--- config.mk ---
export PLATFORM = sky130hd
export DESIGN_NAME = idex_pipeline_reg
export DESIGN_NICKNAME = d
export VERILOG_FILES = /design/src/rtl/idex_pipeline_reg.sv
export SDC_FILE = /design/constraint.sdc
export NUM_CORES = 1
export LEC_CHECK = 0
export ABC_AREA = 1
export CAP_MARGIN = 10
export CORE_AREA = 4 4 165 167
export CTS_BUF_LIST = sky130_fd_sc_hd__clkbuf_16
export CTS_CLUSTER_DIAMETER = 80
export DETAILED_ROUTE_END_ITERATION = 12
export DIE_AREA = 0 0 169 171
export GPL_TIMING_DRIVEN = 0
export PLACE_DENSITY = 0.65
export SLEW_MARGIN = 20
export SYNTH_ARGS = -nofsm -noshare
export SYNTH_HDL_FRONTEND = slang
export SYNTH_SLANG_ARGS = --single-unit
--- constraint.sdc ---
create_clock -name CLK -period 7.4 [get_ports CLK]
set_clock_uncertainty 0.05 [all_clocks]
set_input_delay 0.74 -clock CLK [delete_from_list [all_inputs] [get_ports CLK]]
set_output_delay 0.74 -clock CLK [all_outputs]
set_load 0.005 [all_outputs]
--- src/rtl/idex_pipeline_reg.sv ---
// rtl/idex_pipeline_reg.sv - ID/EX pipeline latch with load-use bubble, flush and sticky halt; optional counters under IDEX_PERF_EN
module idex_pipeline_reg #(
  parameter int DATA_W = 32,
  parameter int CTRL_W = 12
) (
  input  logic              CLK,
  input  logic              RST,
  input  logic              ihit,
  input  logic              stall,
  input  logic              flush,
  input  logic              valid_in,
  input  logic [31:0]       instr_in,
  input  logic [DATA_W-1:0] pc4_in,
  input  logic [DATA_W-1:0] rdat1_in,
  input  logic [DATA_W-1:0] rdat2_in,
  input  logic [DATA_W-1:0] imm_in,
  input  logic [4:0]        wsel_in,
  input  logic              uses_rt_in,
  input  logic [CTRL_W-1:0] ctrl_in,
  output logic              valid_out,
  output logic [31:0]       instr_out,
  output logic [DATA_W-1:0] pc4_out,
  output logic [DATA_W-1:0] rdat1_out,
  output logic [DATA_W-1:0] rdat2_out,
  output logic [DATA_W-1:0] imm_out,
  output logic [4:0]        wsel_out,
  output logic [CTRL_W-1:0] ctrl_out,
  output logic              luhaz,
  output logic              halt_out,
  output logic [31:0]       bubble_cnt,
  output logic [31:0]       flush_cnt
);

  logic advance;
  logic load;
  logic take_bubble;
  logic hit_rs;
  logic hit_rt;

  // Load-use hazard: held load writes a register the ID instruction reads; $zero never matches
  always_comb begin
    hit_rs = (wsel_out == instr_in[25:21]);
    hit_rt = uses_rt_in & (wsel_out == instr_in[20:16]);
    luhaz  = valid_out & ctrl_out[1] & (wsel_out != 5'd0) & valid_in & (hit_rs | hit_rt);
  end

  // Halt is simply the latched halt bit; bubbles carry ctrl=0, so flush releases it for free
  assign halt_out    = ctrl_out[3];
  assign advance     = ihit & ~stall & ~halt_out;
  assign load        = flush | advance;
  assign take_bubble = flush | luhaz | ~valid_in;

  // Pipeline latch: flush or advance loads either a bubble or the ID fields, otherwise hold
  always_ff @(posedge CLK or posedge RST) begin
    if (RST) begin
      valid_out <= 1'b0;
      instr_out <= '0;
      pc4_out   <= '0;
      rdat1_out <= '0;
      rdat2_out <= '0;
      imm_out   <= '0;
      wsel_out  <= '0;
      ctrl_out  <= '0;
    end else if (load) begin
      if (take_bubble) begin
        valid_out <= 1'b0;
        instr_out <= '0;
        pc4_out   <= '0;
        rdat1_out <= '0;
        rdat2_out <= '0;
        imm_out   <= '0;
        wsel_out  <= '0;
        ctrl_out  <= '0;
      end else begin
        valid_out <= 1'b1;
        instr_out <= instr_in;
        pc4_out   <= pc4_in;
        rdat1_out <= rdat1_in;
        rdat2_out <= rdat2_in;
        imm_out   <= imm_in;
        wsel_out  <= wsel_in;
        ctrl_out  <= ctrl_in;
      end
    end
  end

`ifdef IDEX_PERF_EN
  logic [31:0] bubble_q;
  logic [31:0] flush_q;

  // Saturating event counters: load-use bubbles (flush has priority) and flushes
  always_ff @(posedge CLK or posedge RST) begin
    if (RST) begin
      bubble_q <= '0;
      flush_q  <= '0;
    end else begin
      if (~flush & advance & luhaz & (bubble_q != 32'hFFFF_FFFF))
        bubble_q <= bubble_q + 32'd1;
      if (flush & (flush_q != 32'hFFFF_FFFF))
        flush_q <= flush_q + 32'd1;
    end
  end

  assign bubble_cnt = bubble_q;
  assign flush_cnt  = flush_q;
`else
  assign bubble_cnt = 32'd0;
  assign flush_cnt  = 32'd0;
`endif

endmodule
Word-level counts from Yosys, hierarchy flattened
Cells that the tools add are included.

Equality and inequality tests: 2. Mux-type cells: 8. Bitwise logic cells: 14. Reduce and logical (&&, ||, !) cells: 1.

Operators with widths (number): 32-bit 2-to-1 mux (5); 12-bit 2-to-1 mux (1); 5-bit == test (2); 1-bit AND (7); 5-bit 2-to-1 mux (1); 5-bit nonzero test (1); 1-bit bitwise OR (4); 1-bit inverter (3); 1-bit 2-to-1 mux (1).

Register bits: 178. Bits of input ports: 184. Output and inout port bits: 244. Word-level logic and storage cells: 33.

Longest topological paths before layout
Depth in word-level cells: 7. Gate-level depth with buffers: 11. Mapped depth without buffers: 9.

Worst setup path after synthesis
OpenSTA, ideal clock, no wires.

Path type: input-to-output. From: input port instr_in[23]. To: output port luhaz. Arrival: 1.481 ns. Required time: 6.610 ns. Setup slack: 5.129 ns. Cell stages on the path: 9. Path buffers: 1. Path through: inv_1 -> nand2_1 -> nand2_1 -> nor2_1 -> nand3_1 -> nand2_1 -> nand2_2 -> clkbuf_1 -> inv_1.

Longest elaborated chain between the ends: 3.

Ends and longest elaborated chain: from (decl) (line 12) `input logic [31:0] instr_in,`; 5-bit == test (line 42) `hit_rs = (wsel_out == instr_in[25:21]);`; 1-bit bitwise OR (line 44) `luhaz = valid_out & ctrl_out[1] & (wsel_out != 5'd0) & valid_in & (hit_rs | hit_rt);`; 1-bit AND (line 44); to (decl) (line 28) `output logic luhaz,`.

Every way passes these cells.

Worst setup path in the final report
From: input port instr_in[16]. To: output port luhaz.

Longest elaborated chain between the ends: 4.

Ends and longest elaborated chain: 5-bit == test (line 43) `hit_rt = uses_rt_in & (wsel_out == instr_in[20:16]);`; 1-bit AND (line 43); 1-bit bitwise OR (line 44); 1-bit AND (line 44).

Every way passes these cells.

==> impl_metrics.env <==
export IMPL_final_period_minus_worst_setup_slack_ns=3.52
export IMPL_maxClockFrequency_mhz=284
export IMPL_effective_utilization_at_floorplan_pct=30.2
export IMPL_cp_data_required_time_ns=6.61
export IMPL_worstSetupStartpointType="input port"
export IMPL_power_report_internal_total_w=0.00172
export IMPL_cts_buf_count=17
export IMPL_arrival_time_at_the_worst_endpoint_ns=2.73
export IMPL_vias=7418
export IMPL_die_area_sq_um=28900
export IMPL_dpl_instance_area_sq_um=12100
export IMPL_power_leakage_nw=6.50
export IMPL_dp_hpwl_mm=20.7
export IMPL_netSwitchingPower_w=0.000554
export IMPL_cts_repair_resize_count=0
export IMPL_area_growth_pct=63.2
export IMPL_layout_drive_gt1_share_pct=10.4
export IMPL_cts_hold_buf=0
export IMPL_crit_path_top_delay_cell="sky130_fd_sc_hd__clkdlybuf4s50_1"
export IMPL_antenna_violations_before_repair=0
export IMPL_route_met3_wl_mm=2.79
export IMPL_drt_first_pass_iters=5
export IMPL_globalRouteTotalUtil_pct=18.4
export IMPL_final_hold_violation_count=0
export IMPL_slew_violations=0
export IMPL_power_per_cell_area_nw_per_um2=179
export IMPL_largest_net_degree_at_the_start_of_global_routing=98
export IMPL_num_antenna_cells=0
export IMPL_gp_routability_congestion=0.835
export IMPL_longest_clk_path_bufs=2
export IMPL_synth_cell_area_sq_um=7790
export IMPL_min_period_over_period_pct=47.6
export IMPL_critPathMaxStageDelay_ns=0.54
export IMPL_top_layer="met4"
export IMPL_slew_limit_headroom_pct=58.6
export IMPL_clk_transition_reported_paths_ns=0.07
export IMPL_synth_cells=897
export IMPL_setup_viol=0
export IMPL_crit_path_cell_trace="clkdlybuf4s50_1 -> inv_1 -> nand2_1 -> nand2_1 -> nor2_1 -> nand3_1 -> nand2_1 -> nand2_2 -> clkbuf_1 -> inv_1 -> clkdlybuf4s50_1"
export IMPL_floorplan_rows=59
export IMPL_io_buffers=363
export IMPL_stdcell_area_sq_um=12700
export IMPL_power_frac_clock_pct=42.0
export IMPL_cts_repair_timing_setup_buffer_count=0
export IMPL_tritoncts="built"
export IMPL_number_of_violations_reported_at_the_end_of_detailed_routing_iteration_0=463
export IMPL_drt_total_wl_mm=27.6
export IMPL_total_length_of_routed_met2_wires_mm=13.1
export IMPL_timing_max_cap_violations=0
export IMPL_clock_sinks=178
export IMPL_grt_pass1_vias=7406
export IMPL_netlist_cell_type_count=17
export IMPL_io_pins=428
export IMPL_endpoint_kind="primary output"
export IMPL_seq_area_frac_synth_pct=57.2
export IMPL_avgSynthCellArea_sq_um=8.68
export IMPL_clkLatencyLatePin_ns=0.42
export IMPL_timing_setup_critical_path_class="in -> out"
export IMPL_power_switching_share_pct=24.4
export IMPL_power_sequential_fraction_pct=44.8
export IMPL_htree_levels=4
export IMPL_clock_root_buffer="sky130_fd_sc_hd__clkbuf_16"
export IMPL_run_status="complete, no violations"
export IMPL_synth_warning_count=0
export IMPL_nNetsFinal=1527
export IMPL_antenna_violating_nets_post_route=0
export IMPL_crit_fanout=10
export IMPL_die_x_microns=169
export IMPL_ir_drop_v=0.000122
export IMPL_crit_path_frequent_cell="sky130_fd_sc_hd__nand2_1"
export IMPL_wl_met1_mm=11.0
export IMPL_total_power_consumption_of_the_routed_design_w=0.00227
export IMPL_grt_overflow=0
export IMPL_grt_first_pass_wirelength_mm=41.8
export IMPL_combinationalPowerShare_pct=13.2
export IMPL_die_h_microns=171
export IMPL_core_area_sq_um=25800
export IMPL_rsz_0062_raised_after_global_routing="no"
export IMPL_ys_ff_latch=178
export IMPL_worst_pin_slew_ns=0.621
export IMPL_via_per_inst=4.39
export IMPL_drc_errors=0
export IMPL_routed_len_inst_microns=16.3
export IMPL_hp_class="reg -> reg"
export IMPL_final_fill_count=2444
per-stage QoR:
stage          instances  TNS (ns)  hold WS, ns  util (%)  setup slack, ns
2_1_floorplan        960         0        0.423         -             1.78
3_3_place_gp        1658   -173.05        0.411      46.9           -0.991
3_5_place_dp        1659         0        0.414      47.0             3.89
4_1_cts             1690         0        0.433      49.4             3.87
5_1_grt             1690         0        0.443      49.4             3.67
6_report            1690         0        0.428      49.4             3.88
layout by cell type, fill, tap and decap left out, types with 3 or more instances in the layout:
cell                              count
sky130_fd_sc_hd__buf_2               22
sky130_fd_sc_hd__inv_1               14
sky130_fd_sc_hd__nand2_1            386
sky130_fd_sc_hd__dfrtp_1            178
sky130_fd_sc_hd__inv_2                4
sky130_fd_sc_hd__buf_1                3
sky130_fd_sc_hd__nor2_1               7
sky130_fd_sc_hd__buf_4               67
sky130_fd_sc_hd__clkbuf_1            16
sky130_fd_sc_hd__buf_6               14
sky130_fd_sc_hd__inv_6                4
sky130_fd_sc_hd__conb_1              64
sky130_fd_sc_hd__nand3_1            179
sky130_fd_sc_hd__clkbuf_16           17
sky130_fd_sc_hd__clkdlybuf4s50_1    363
sky130_fd_sc_hd__bufinv_16            3
power by group through the flow:
stage / logic, W / clock network (W) / registers, W
3_5_place_dp: 0.000303 / 0 / 0.00104
5_1_grt: 0.000329 / 0.00102 / 0.00102
4_1_cts: 0.000304 / 0.000977 / 0.00102
6_report: 0.000301 / 0.000953 / 0.00102
3_3_place_gp: 0.000299 / 0 / 0.00104
2_1_floorplan: 0.000105 / 0 / 0.00104
critical path, delay by kind of cell:
kind / cells / cell delay (ns)
and+or+nand+nor: 6 / 0.51
buffers and inverters: 5 / 1.48
metal layers:
layer | up-vias | global-route usage (%)
met5 | - | 0
met4 | 0 | 6.06
met3 | 37 | 6.77
met2 | 318 | 30.4
met1 | 3464 | 22.3
li1 | 3599 | -
path summary, 6_finish.rpt:
kind	startpoint	end	slack [ns]	cells after the start
min	imm_out[13]	imm_out[13]	0.43	2
max in group asynchronous	RST	rdat2_out[22]	5.64	3
min in group asynchronous	RST	pc4_out[19]	0.74	2
max	instr_in[16]	luhaz	3.88	11
max reg2reg	wsel_out[4]	instr_out[30]	5.38	10
min reg2reg	imm_out[13]	imm_out[13]	0.43	2
final cells by class:
type | count | area [sq um] | area share, %
sequential | 178 | 4450 | 35.0
timing repair buffer | 364 | 3660 | 28.8
multi-input combinational | 642 | 2660 | 20.9
buffer | 122 | 842 | 6.62
clock buffer | 17 | 425 | 3.35
tap | 335 | 419 | 3.30
clock inverter | 14 | 176 | 1.39
inverter | 18 | 75.1 | 0.590
cells by family (layout without fill, tap and decap cells):
logic type,after synthesis,after routing,synth area share [%]
and+or+nand+nor,577,577,31.0
DFF,178,178,57.2
buffers and inverters,140,535,11.7
other,1,64,0.0481
xor gates and xnor gates,1,1,0.112
synth_stat cells:
master	count	area share [%]
sky130_fd_sc_hd__buf_6	14	2.0
sky130_fd_sc_hd__or3b_4	1	0.14
sky130_fd_sc_hd__xnor2_1	1	0.11
sky130_fd_sc_hd__buf_1	3	0.14
sky130_fd_sc_hd__nand3_1	179	12
sky130_fd_sc_hd__nand2_1	386	19
sky130_fd_sc_hd__conb_1	1	0.048
sky130_fd_sc_hd__inv_1	14	0.67
sky130_fd_sc_hd__nand2_2	1	0.080
sky130_fd_sc_hd__clkbuf_1	16	0.77
sky130_fd_sc_hd__buf_4	67	6.5
sky130_fd_sc_hd__nor2_4	1	0.14
sky130_fd_sc_hd__nor2_1	7	0.34
sky130_fd_sc_hd__buf_2	22	1.4
sky130_fd_sc_hd__dfrtp_1	178	57
sky130_fd_sc_hd__inv_2	4	0.19
sky130_fd_sc_hd__nand4_1	2	0.16
state kept, by name (all words and copies together) (netlist names):
register   cells
imm_out       32
instr_out     32
pc4_out       32
rdat1_out     32
rdat2_out     32
ctrl_out      12
wsel_out       5
valid_out      1
Power figures use the tool's default switching activity.
